File: config.mk
export PLATFORM = sky130hd
export DESIGN_NAME = piso_bit_serializer
export DESIGN_NICKNAME = d
export VERILOG_FILES = /design/src/rtl/ser_pkg.sv /design/src/rtl/piso_bit_serializer.sv
export SDC_FILE = /design/constraint.sdc
export NUM_CORES = 1
export LEC_CHECK = 0
export ABC_AREA = 1
export CAP_MARGIN = 20
export CORE_ASPECT_RATIO = 1.1
export CORE_MARGIN = 2
export CORE_UTILIZATION = 40
export DETAILED_ROUTE_END_ITERATION = 10
export HOLD_SLACK_MARGIN = 0.1
export PLACE_DENSITY = 0.67
export SETUP_SLACK_MARGIN = 0.2
export SYNTH_ARGS = -nofsm -noshare
export SYNTH_HDL_FRONTEND = slang
export SYNTH_SLANG_ARGS = --single-unit
File: constraint.sdc
create_clock -name clk -period 1.73 [get_ports clk]
set_input_delay 0.2595 -clock clk [delete_from_list [all_inputs] [get_ports clk]]
set_output_delay 0.2595 -clock clk [all_outputs]
set_load 0.02 [all_outputs]
File: src/rtl/ser_pkg.sv
// Shared types and helpers for the parallel-in / serial-out bit serializer.
package ser_pkg;

  typedef enum logic [1:0] {
    IDLE   = 2'd0,
    SHIFT  = 2'd1,
    PARITY = 2'd2,
    GAP    = 2'd3
  } ser_state_t;

  localparam int GAP_CNT_W = 4;

  // Even parity over a zero-extended word: 1 when the word holds an odd number of ones.
  function automatic logic even_parity(input logic [31:0] word);
    return ^word;
  endfunction

endpackage

File: src/rtl/piso_bit_serializer.sv
// Accepts a WIDTH-bit word over valid/ready and shifts it out MSB-first, one bit per clock.
// Optional build macro SER_PARITY_EN appends an even-parity bit after bit[0].
module piso_bit_serializer #(
  parameter int WIDTH = 8,
  parameter int GAP   = 0
) (
  input  logic             clk,
  input  logic             rst,
  input  logic [WIDTH-1:0] load_data,
  input  logic             load_valid,
  output logic             load_ready,
  output logic             ser_out,
  output logic             ser_valid,
  output logic             busy,
  output logic             done
);
  import ser_pkg::*;

  localparam int                    BCW      = $clog2(WIDTH);
  localparam logic [BCW-1:0]        BIT_LOAD = BCW'(WIDTH - 1);
  localparam logic [GAP_CNT_W-1:0]  GAP_LOAD = (GAP > 0) ? GAP_CNT_W'(GAP - 1) : {GAP_CNT_W{1'b0}};
  localparam bit                    HAS_GAP  = (GAP > 0);

  ser_state_t           state_r;
  ser_state_t           next_state_s;
  logic [WIDTH-1:0]     shift_r;
  logic [WIDTH-1:0]     shift_nxt_s;
  logic [BCW-1:0]       bit_cnt_r;
  logic [BCW-1:0]       bit_cnt_nxt_s;
  logic [GAP_CNT_W-1:0] gap_cnt_r;
  logic [GAP_CNT_W-1:0] gap_cnt_nxt_s;
  logic                 accept_s;
  logic                 last_bit_s;
  logic                 ser_out_nxt_s;
  logic                 ser_valid_nxt_s;
  logic                 busy_nxt_s;
  logic                 done_nxt_s;
  logic                 load_ready_nxt_s;

`ifdef SER_PARITY_EN
  logic                 parity_r;
  logic                 parity_nxt_s;
`endif

  assign accept_s   = (state_r == IDLE) && load_valid && load_ready;
  assign last_bit_s = (bit_cnt_r == {BCW{1'b0}});

  // State register.
  always_ff @(posedge clk or posedge rst) begin
    if (rst) begin
      state_r <= IDLE;
    end else begin
      state_r <= next_state_s;
    end
  end

  // Next-state decode.
  always_comb begin
    next_state_s = state_r;
    case (state_r)
      IDLE: begin
        if (accept_s) next_state_s = SHIFT;
        else          next_state_s = IDLE;
      end
      SHIFT: begin
        if (!last_bit_s) begin
          next_state_s = SHIFT;
        end else begin
`ifdef SER_PARITY_EN
          next_state_s = PARITY;
`else
          if (HAS_GAP) next_state_s = ser_pkg::GAP;
          else         next_state_s = IDLE;
`endif
        end
      end
`ifdef SER_PARITY_EN
      PARITY: begin
        if (HAS_GAP) next_state_s = ser_pkg::GAP;
        else         next_state_s = IDLE;
      end
`endif
      ser_pkg::GAP: begin
        if (gap_cnt_r == {GAP_CNT_W{1'b0}}) next_state_s = IDLE;
        else                                next_state_s = ser_pkg::GAP;
      end
      default: next_state_s = IDLE;
    endcase
  end

  // Shift register and counter updates; counters reload on entry to their state.
  always_comb begin
    shift_nxt_s   = shift_r;
    bit_cnt_nxt_s = bit_cnt_r;
    gap_cnt_nxt_s = gap_cnt_r;
    case (state_r)
      IDLE: begin
        if (accept_s) begin
          shift_nxt_s   = load_data;
          bit_cnt_nxt_s = BIT_LOAD;
        end else begin
          shift_nxt_s   = shift_r;
          bit_cnt_nxt_s = bit_cnt_r;
        end
      end
      SHIFT: begin
        if (!last_bit_s) begin
          shift_nxt_s   = shift_r << 1;
          bit_cnt_nxt_s = bit_cnt_r - BCW'(1);
        end else begin
          gap_cnt_nxt_s = GAP_LOAD;
        end
      end
`ifdef SER_PARITY_EN
      PARITY: begin
        gap_cnt_nxt_s = GAP_LOAD;
      end
`endif
      ser_pkg::GAP: begin
        if (gap_cnt_r != {GAP_CNT_W{1'b0}}) gap_cnt_nxt_s = gap_cnt_r - GAP_CNT_W'(1);
        else                                gap_cnt_nxt_s = gap_cnt_r;
      end
      default: begin
        shift_nxt_s   = shift_r;
        bit_cnt_nxt_s = bit_cnt_r;
        gap_cnt_nxt_s = gap_cnt_r;
      end
    endcase
  end

`ifdef SER_PARITY_EN
  // Parity of the accepted word is captured once so later load_data changes cannot leak in.
  always_comb begin
    if (accept_s) parity_nxt_s = even_parity(32'(load_data));
    else          parity_nxt_s = parity_r;
  end

  // Parity holding register.
  always_ff @(posedge clk or posedge rst) begin
    if (rst) begin
      parity_r <= 1'b0;
    end else begin
      parity_r <= parity_nxt_s;
    end
  end
`endif

  // Datapath registers.
  always_ff @(posedge clk or posedge rst) begin
    if (rst) begin
      shift_r   <= {WIDTH{1'b0}};
      bit_cnt_r <= {BCW{1'b0}};
      gap_cnt_r <= {GAP_CNT_W{1'b0}};
    end else begin
      shift_r   <= shift_nxt_s;
      bit_cnt_r <= bit_cnt_nxt_s;
      gap_cnt_r <= gap_cnt_nxt_s;
    end
  end

  // Output decode from the upcoming state, so every output leaves a flop.
  always_comb begin
    ser_valid_nxt_s  = 1'b0;
    ser_out_nxt_s    = 1'b0;
    done_nxt_s       = 1'b0;
    busy_nxt_s       = (next_state_s != IDLE);
    load_ready_nxt_s = (next_state_s == IDLE);
    case (next_state_s)
      SHIFT: begin
        ser_valid_nxt_s = 1'b1;
        ser_out_nxt_s   = shift_nxt_s[WIDTH-1];
`ifndef SER_PARITY_EN
        done_nxt_s      = (bit_cnt_nxt_s == {BCW{1'b0}});
`endif
      end
`ifdef SER_PARITY_EN
      PARITY: begin
        ser_valid_nxt_s = 1'b1;
        ser_out_nxt_s   = parity_nxt_s;
        done_nxt_s      = 1'b1;
      end
`endif
      IDLE: begin
        ser_valid_nxt_s = 1'b0;
        ser_out_nxt_s   = 1'b0;
      end
      ser_pkg::GAP: begin
        ser_valid_nxt_s = 1'b0;
        ser_out_nxt_s   = 1'b0;
      end
      default: begin
        ser_valid_nxt_s = 1'b0;
        ser_out_nxt_s   = 1'b0;
        done_nxt_s      = 1'b0;
      end
    endcase
  end

  // Output registers.
  always_ff @(posedge clk or posedge rst) begin
    if (rst) begin
      ser_out    <= 1'b0;
      ser_valid  <= 1'b0;
      busy       <= 1'b0;
      done       <= 1'b0;
      load_ready <= 1'b1;
    end else begin
      ser_out    <= ser_out_nxt_s;
      ser_valid  <= ser_valid_nxt_s;
      busy       <= busy_nxt_s;
      done       <= done_nxt_s;
      load_ready <= load_ready_nxt_s;
    end
  end

endmodule

==> impl_metrics.toml, run 1 <==
[run_status]
status = "finished, final reports clean"

[synth]
ys_seq_elements = 21
ys_warn_count = 0
synth_cell_types = 18
synth_top_area_cell = "dfrtp_1"
syn-instance-count = 113
synthTopCellsByArea = "dfrtp_1 (49%), nand2_1 (11%), inv_1 (8.1%), ha_1 (4.9%), o211ai_1 (4.4%)"
synthDominantCellAreaShare = 0.4938
synth_nets = 128
yosysSeqAreaShare = 0.5198
synth_area_per_cell_um2 = 8.969
netlist_area_um2 = 1013

[worst_setup_path]
cp-end-kind = "output port"
max_stage_delay_ns = 0.55
cp-start-kind = "flip-flop"
cpLargestDelayFamily = "flip-flops"
slowest_stage = "dfstp_2"
r2r-start = "bit_cnt_r[0]$_DFF_PP0_"
cp-startpoint = "load_ready$_DFF_PP1_"
crit_type = "flip-flop to output port"
path_buf_inv = 1
crit_fanout = 2
crit_required_ns = 1.47
crit_chain = "dlygate4sd2_1"
arrival_ns = 1.18

[cts]
clock_latency_ns = 0.31
clockBufferDepth = 2
cts_setup_buffers = 0
hold_buffers = 0
cts_tree = "built"
cts_buffers = 3
cts-root-buf = "clkbuf_4"
cts.clk_slew.worst_paths_ns = 0.12
cts.sinks = 21
h-tree-depth = 1

[sta]
layout_min_cycle_time_ns = 1.435
fin_skew_ns = 0.007443
max_freq_mhz = 696.8
relSlewSlack = 0.8209
grt_setup_unrepaired = "false"
timing.final.crit_share = 0.8296
whs_ns = 0.2644
worst_pin_slew_ns = 0.2686
hold_viol_final = 0
drv_slew = 0
finalSetupViolations = 0
fin_tns_setup_ns = 0

[finish]
fillers = 228
antennaDiodeCount = 0
layout.cells.non_filler = 164
syn2layout_area_growth_pct = 23.21
drive_above_1_share = 0.1429
nNetsFinal = 149

[pwr]
power.density_nw_per_um2 = 1533
static-leakage-power_uw = 0.0006896
ir_drop_mv = 0.9744

[global_routing]
grt_pass1_vias = 750
antenna_found_initial = 0
gr-total-overflow = 0
grt.total_usage = 0.1406
grt_max_degree = 22
grt_pass1_wl_um = 3042

[route]
ant_nets = 0
dr.first_iter.drc_count = 7
wl_um = 1823
dr.pass1.iters = 4
drt-wirelength-per-cell_um = 11.12
via_per_inst = 4.671
via_count = 766
drc = 0

[floorplanning]
core_area_um2 = 2449
io_pins = 16
die-area_um2 = 2953
die_y_um = 56.79
initial_utilization = 0.4139
fp-row-count = 19
die_w_um = 52.00

[flow_run]
drv_cap = 0

[hold_path]
hold_class = "input pin to async pin"

[placement]
gp_congestion = 0.7750
dp.cells = 160
portBuffers = 15
hpwl_um = 1422
## power by group
| group | internal [uW] | total [uW] | switching, uW |
|---|---|---|---|
| combinational | 349 | 935 | 587 |
| sequential | 672 | 741 | 69.3 |
| clock | 86.3 | 238 | 152 |
## layout by cell type, fill, tap and decap left out, types with 4 or more instances in the layout
cell and instances:
inv_1 22, dlymetal6s2s_1 4, nand2_1 31, o211ai_1 6
nand3_1 5, clkdlybuf4s50_1 10, dfrtp_1 20, ha_1 4
nand4_1 4
## path summary, 6_finish.rpt
kind / end / slack [ns] / cells after the start
setup reg to reg: done$_DFF_PP0_ / 0.34 / 8
hold / removal: shift_r[6]$_DFFE_PP0P_ / 0.26 / 3
hold reg to reg: shift_r[0]$_DFFE_PP0P_ / 0.50 / 2
max in group asynchronous: load_ready$_DFF_PP1_ / 1.20 / 3
min in group clk: shift_r[0]$_DFFE_PP0P_ / 0.49 / 3
setup / recovery: load_ready / 0.29 / 1
## sequential cells by signal, indices dropped and copies added, names as in the netlist
| name | flops |
|---|---|
| shift_r | 7 |
| gap_cnt_r | 4 |
| bit_cnt_r | 3 |
| state_r | 2 |
| busy | 1 |
| done | 1 |
| load_ready | 1 |
| ser_out | 1 |
| ser_valid | 1 |
## per-layer routing
metal	track usage	vias up	wire, um	part of all wire
met5	0	-	0	0
met4	0.06767	0	18	0.0099
met3	0.03191	4	60	0.033
met2	0.2369	13	973	0.53
met1	0.1644	357	770	0.42
li1	-	392	-	-
## metrics by stage
| step | total power, uW | util | instance area, um^2 | setup slack, ns |
|---|---|---|---|---|
| after detailed placement | 1712 | 0.4941 | 1210 | 0.2734 |
| after global routing | 2061 | 0.5100 | 1249 | 0.2079 |
| final | 1914 | 0.5100 | 1249 | 0.2948 |
| after global placement | 1682 | 0.4941 | 1210 | 0.3296 |
| after CTS | 1945 | 0.5049 | 1236 | 0.2072 |
| after floorplan | 1437 | - | 1013 | 0.4773 |
## synth_stat cells (all sizes together)
| library cell | count |
|---|---|
| nand3 | 5 |
| dfrtp | 20 |
| ha | 4 |
| inv | 25 |
| nor2 | 8 |
| o211ai | 6 |
| o22ai | 2 |
| a21oi | 1 |
| dfstp | 1 |
| o21ai | 2 |
| nand4 | 4 |
| nand2 | 35 |
## what timing repair did
action / in CTS / in global routing
endpoints found under the setup margin: 1 / 6
gates cloned: 0 / 0
resized for setup: 1 / 5
endpoints found under the hold margin: 0 / 0
## area by class of cell
cell class | count | area, um^2 | area share
well taps | 31 | 38.79 | 0.03106
clock inverters | 1 | 5.005 | 0.004008
multi-input cells | 67 | 392.9 | 0.3146
repair buffers | 16 | 166.4 | 0.1333
clock buffers | 3 | 22.52 | 0.01804
inverters | 25 | 96.34 | 0.07715
flip-flops and latches | 21 | 526.8 | 0.4218
## kinds of logic after synthesis
| group | synth area share |
|---|---|
| buffers and inverters | 0.09507 |
| AND/OR/NAND/NOR | 0.2531 |
| flip-flops | 0.5198 |
| AO/OA/AOI/OAI | 0.08272 |
| adder cells (fa/ha/maj) | 0.04938 |
Power figures use the tool's default switching activity.
==> inputs of run 2 (changes only) <==
clock period = 1.4 ns   (was 1.73 ns; I/O delays follow)
==> run 2 against run 1 <==
Net effect:
- global-route usage up 1.3 points
- power up 44%
- critical endpoint is now done$_DFF_PP0_
- setup slack worse by 0.13 ns
- utilization up 5.8 points
==> impl_metrics.toml, run 2 (synthesis results as in run 1) <==
[global_routing]
grt_max_degree = 22
gr-total-overflow = 0
grt_pass1_vias = 866
grt_pass1_wl_um = 3401
grt.total_usage = 0.1533
antenna_found_initial = 0

[sta]
grt_setup_unrepaired = "true"
hold_viol_final = 0
finalSetupViolations = 0
fin_tns_setup_ns = 0
relSlewSlack = 0.8227
whs_ns = 0.2346
drv_slew = 0
timing.final.crit_share = 0.8814
worst_pin_slew_ns = 0.2659
layout_min_cycle_time_ns = 1.234
max_freq_mhz = 810.4
fin_skew_ns = 0.002426

[route]
drt-wirelength-per-cell_um = 11.24
drc = 0
ant_nets = 0
via_per_inst = 4.727
via_count = 813
dr.first_iter.drc_count = 6
wl_um = 1933
dr.pass1.iters = 4

[finish]
final_common_cell = "nand2_1"
syn2layout_area_growth_pct = 37.16
final_cell_mix = "nand2_1 (24), dfrtp_1 (18), inv_1 (14)"
reg_top3 = "shift_r x7, gap_cnt_r x4, bit_cnt_r x3"
drive_above_1_share = 0.3830
nNetsFinal = 157
fillers = 236
antennaDiodeCount = 0
largest-register = "shift_r"
largest_register_ffs = 7

[cts]
cts_buffers = 3
clockBufferDepth = 2
cts-root-buf = "clkbuf_4"
hold_buffers = 0
clock_latency_ns = 0.29
h-tree-depth = 1
cts.clk_slew.worst_paths_ns = 0.11
cts_tree = "built"
cts.sinks = 21

[placement]
portBuffers = 15
hpwl_um = 1390
gp_congestion = 0.7983

[worst_setup_path]
rrSetupSlack_ns = 0.17
crit_type = "flip-flop to flip-flop"
cp-start-kind = "flip-flop"
r2r-start = "bit_cnt_r[0]$_DFF_PP0_"
ff2ff_path_depth = 8
crit_required_ns = 1.64
worstReg2RegEnd = "done$_DFF_PP0_"
crit_fanout = 7
arrival_ns = 1.48
cp-end-kind = "flip-flop"

[floorplanning]
die_w_um = 52.00
io_pins = 16
die_y_um = 56.79
core_area_um2 = 2449
die-area_um2 = 2953
fp-row-count = 19
initial_utilization = 0.4139

[run_status]
status = "finished, final reports clean"

[flow_run]
drv_cap = 0

[hold_path]
hold_class = "input pin to async pin"

[pwr]
internal_power_uw = 1585
ir_drop_mv = 0.9924
p_switching_uw = 1177
swShare = 0.4261
pwr-share-seq = 0.343
power.density_nw_per_um2 = 1987
comb_power_share = 0.553
p_clk_frac = 0.104
static-leakage-power_uw = 0.0007026
==> run 2: changes by cell type in the layout (fill, tap and decap cells not counted), sizes merged <==
cell	previous run	this run
buf	1	9
clkbuf	3	9
clkinv	1	0
dlygate4sd2	1	0
dlymetal6s2s	4	0
==> run 2: critical path, cell delays in order, from the launching register on <==
cell and delay [ns]:
dfrtp_1 0.40, inv_2 0.10, ha_4 0.16, nand2_4 0.07, nand2_8 0.10, nand2_8 0.09, a21oi_4 0.14, nand2_2 0.07
nor2_2 0.06
==> run 2: routing by layer <==
layer,track usage,vias to the layer above,routed length [um]
met5,0,-,0
met4,0.07895,0,27
met3,0.03457,4,59
met2,0.2622,13,1074
met1,0.1729,386,771
li1,-,410,-
==> run 2: through the flow <==
stage                 util  std cells  setup WS [ns]  power (uW)  cell area, um^2
floorplan                -        113         0.2019        1806             1018
global placement    0.4992        161        0.07623        2110             1222
detailed placement  0.4992        161        0.04324        2138             1222
CTS                 0.5524        170        0.01727        2718             1353
global route        0.5677        172        0.08166        2989             1390
finish              0.5677        172         0.1661        2762             1390
==> run 2: power by group through the flow <==
| stage | Combinational [uW] | Sequential (uW) | Clock (uW) |
|---|---|---|---|
| global route | 1700 | 967 | 323 |
| CTS | 1490 | 937 | 295 |
| finish | 1530 | 948 | 286 |
| floorplan | 795 | 1010 | 0 |
| detailed placement | 1190 | 946 | 0 |
| global placement | 1170 | 938 | 0 |
==> run 2: worst max-delay path by stage <==
| stage | end | slack [ns] | cells past startpoint | startpoint |
|---|---|---|---|---|
| final | done$_DFF_PP0_ | 0.17 | 8 | bit_cnt_r[0]$_DFF_PP0_ |
| after global routing | done$_DFF_PP0_ | 0.08 | 8 | bit_cnt_r[0]$_DFF_PP0_ |
| after CTS | load_ready | 0.02 | 1 | load_ready$_DFF_PP1_ |
| after detailed placement | shift_r[3]$_DFFE_PP0P_ | 0.04 | 8 | load_valid |
| after global placement | shift_r[5]$_DFFE_PP0P_ | 0.08 | 8 | load_valid |
| after floorplan | shift_r[3]$_DFFE_PP0P_ | 0.20 | 7 | load_ready$_DFF_PP1_ |
==> run 2: repair_timing <==
item	in CTS	in global routing
gates resized for setup	26	21
pin swaps	6	9
setup endpoints to repair	21	22
buffers inserted	5	2
cloned	0	0
==> run 2: area by class of cell <==
type / count / area [um^2] / area share
Clock buffer: 4 / 26.28 / 0.01890
Inverter: 25 / 101.3 / 0.07291
Multi-Input combinational cell: 67 / 498.0 / 0.3582
Sequential cell: 21 / 529.3 / 0.3807
Tap cell: 31 / 38.79 / 0.02790
Timing Repair Buffer: 24 / 196.4 / 0.1413
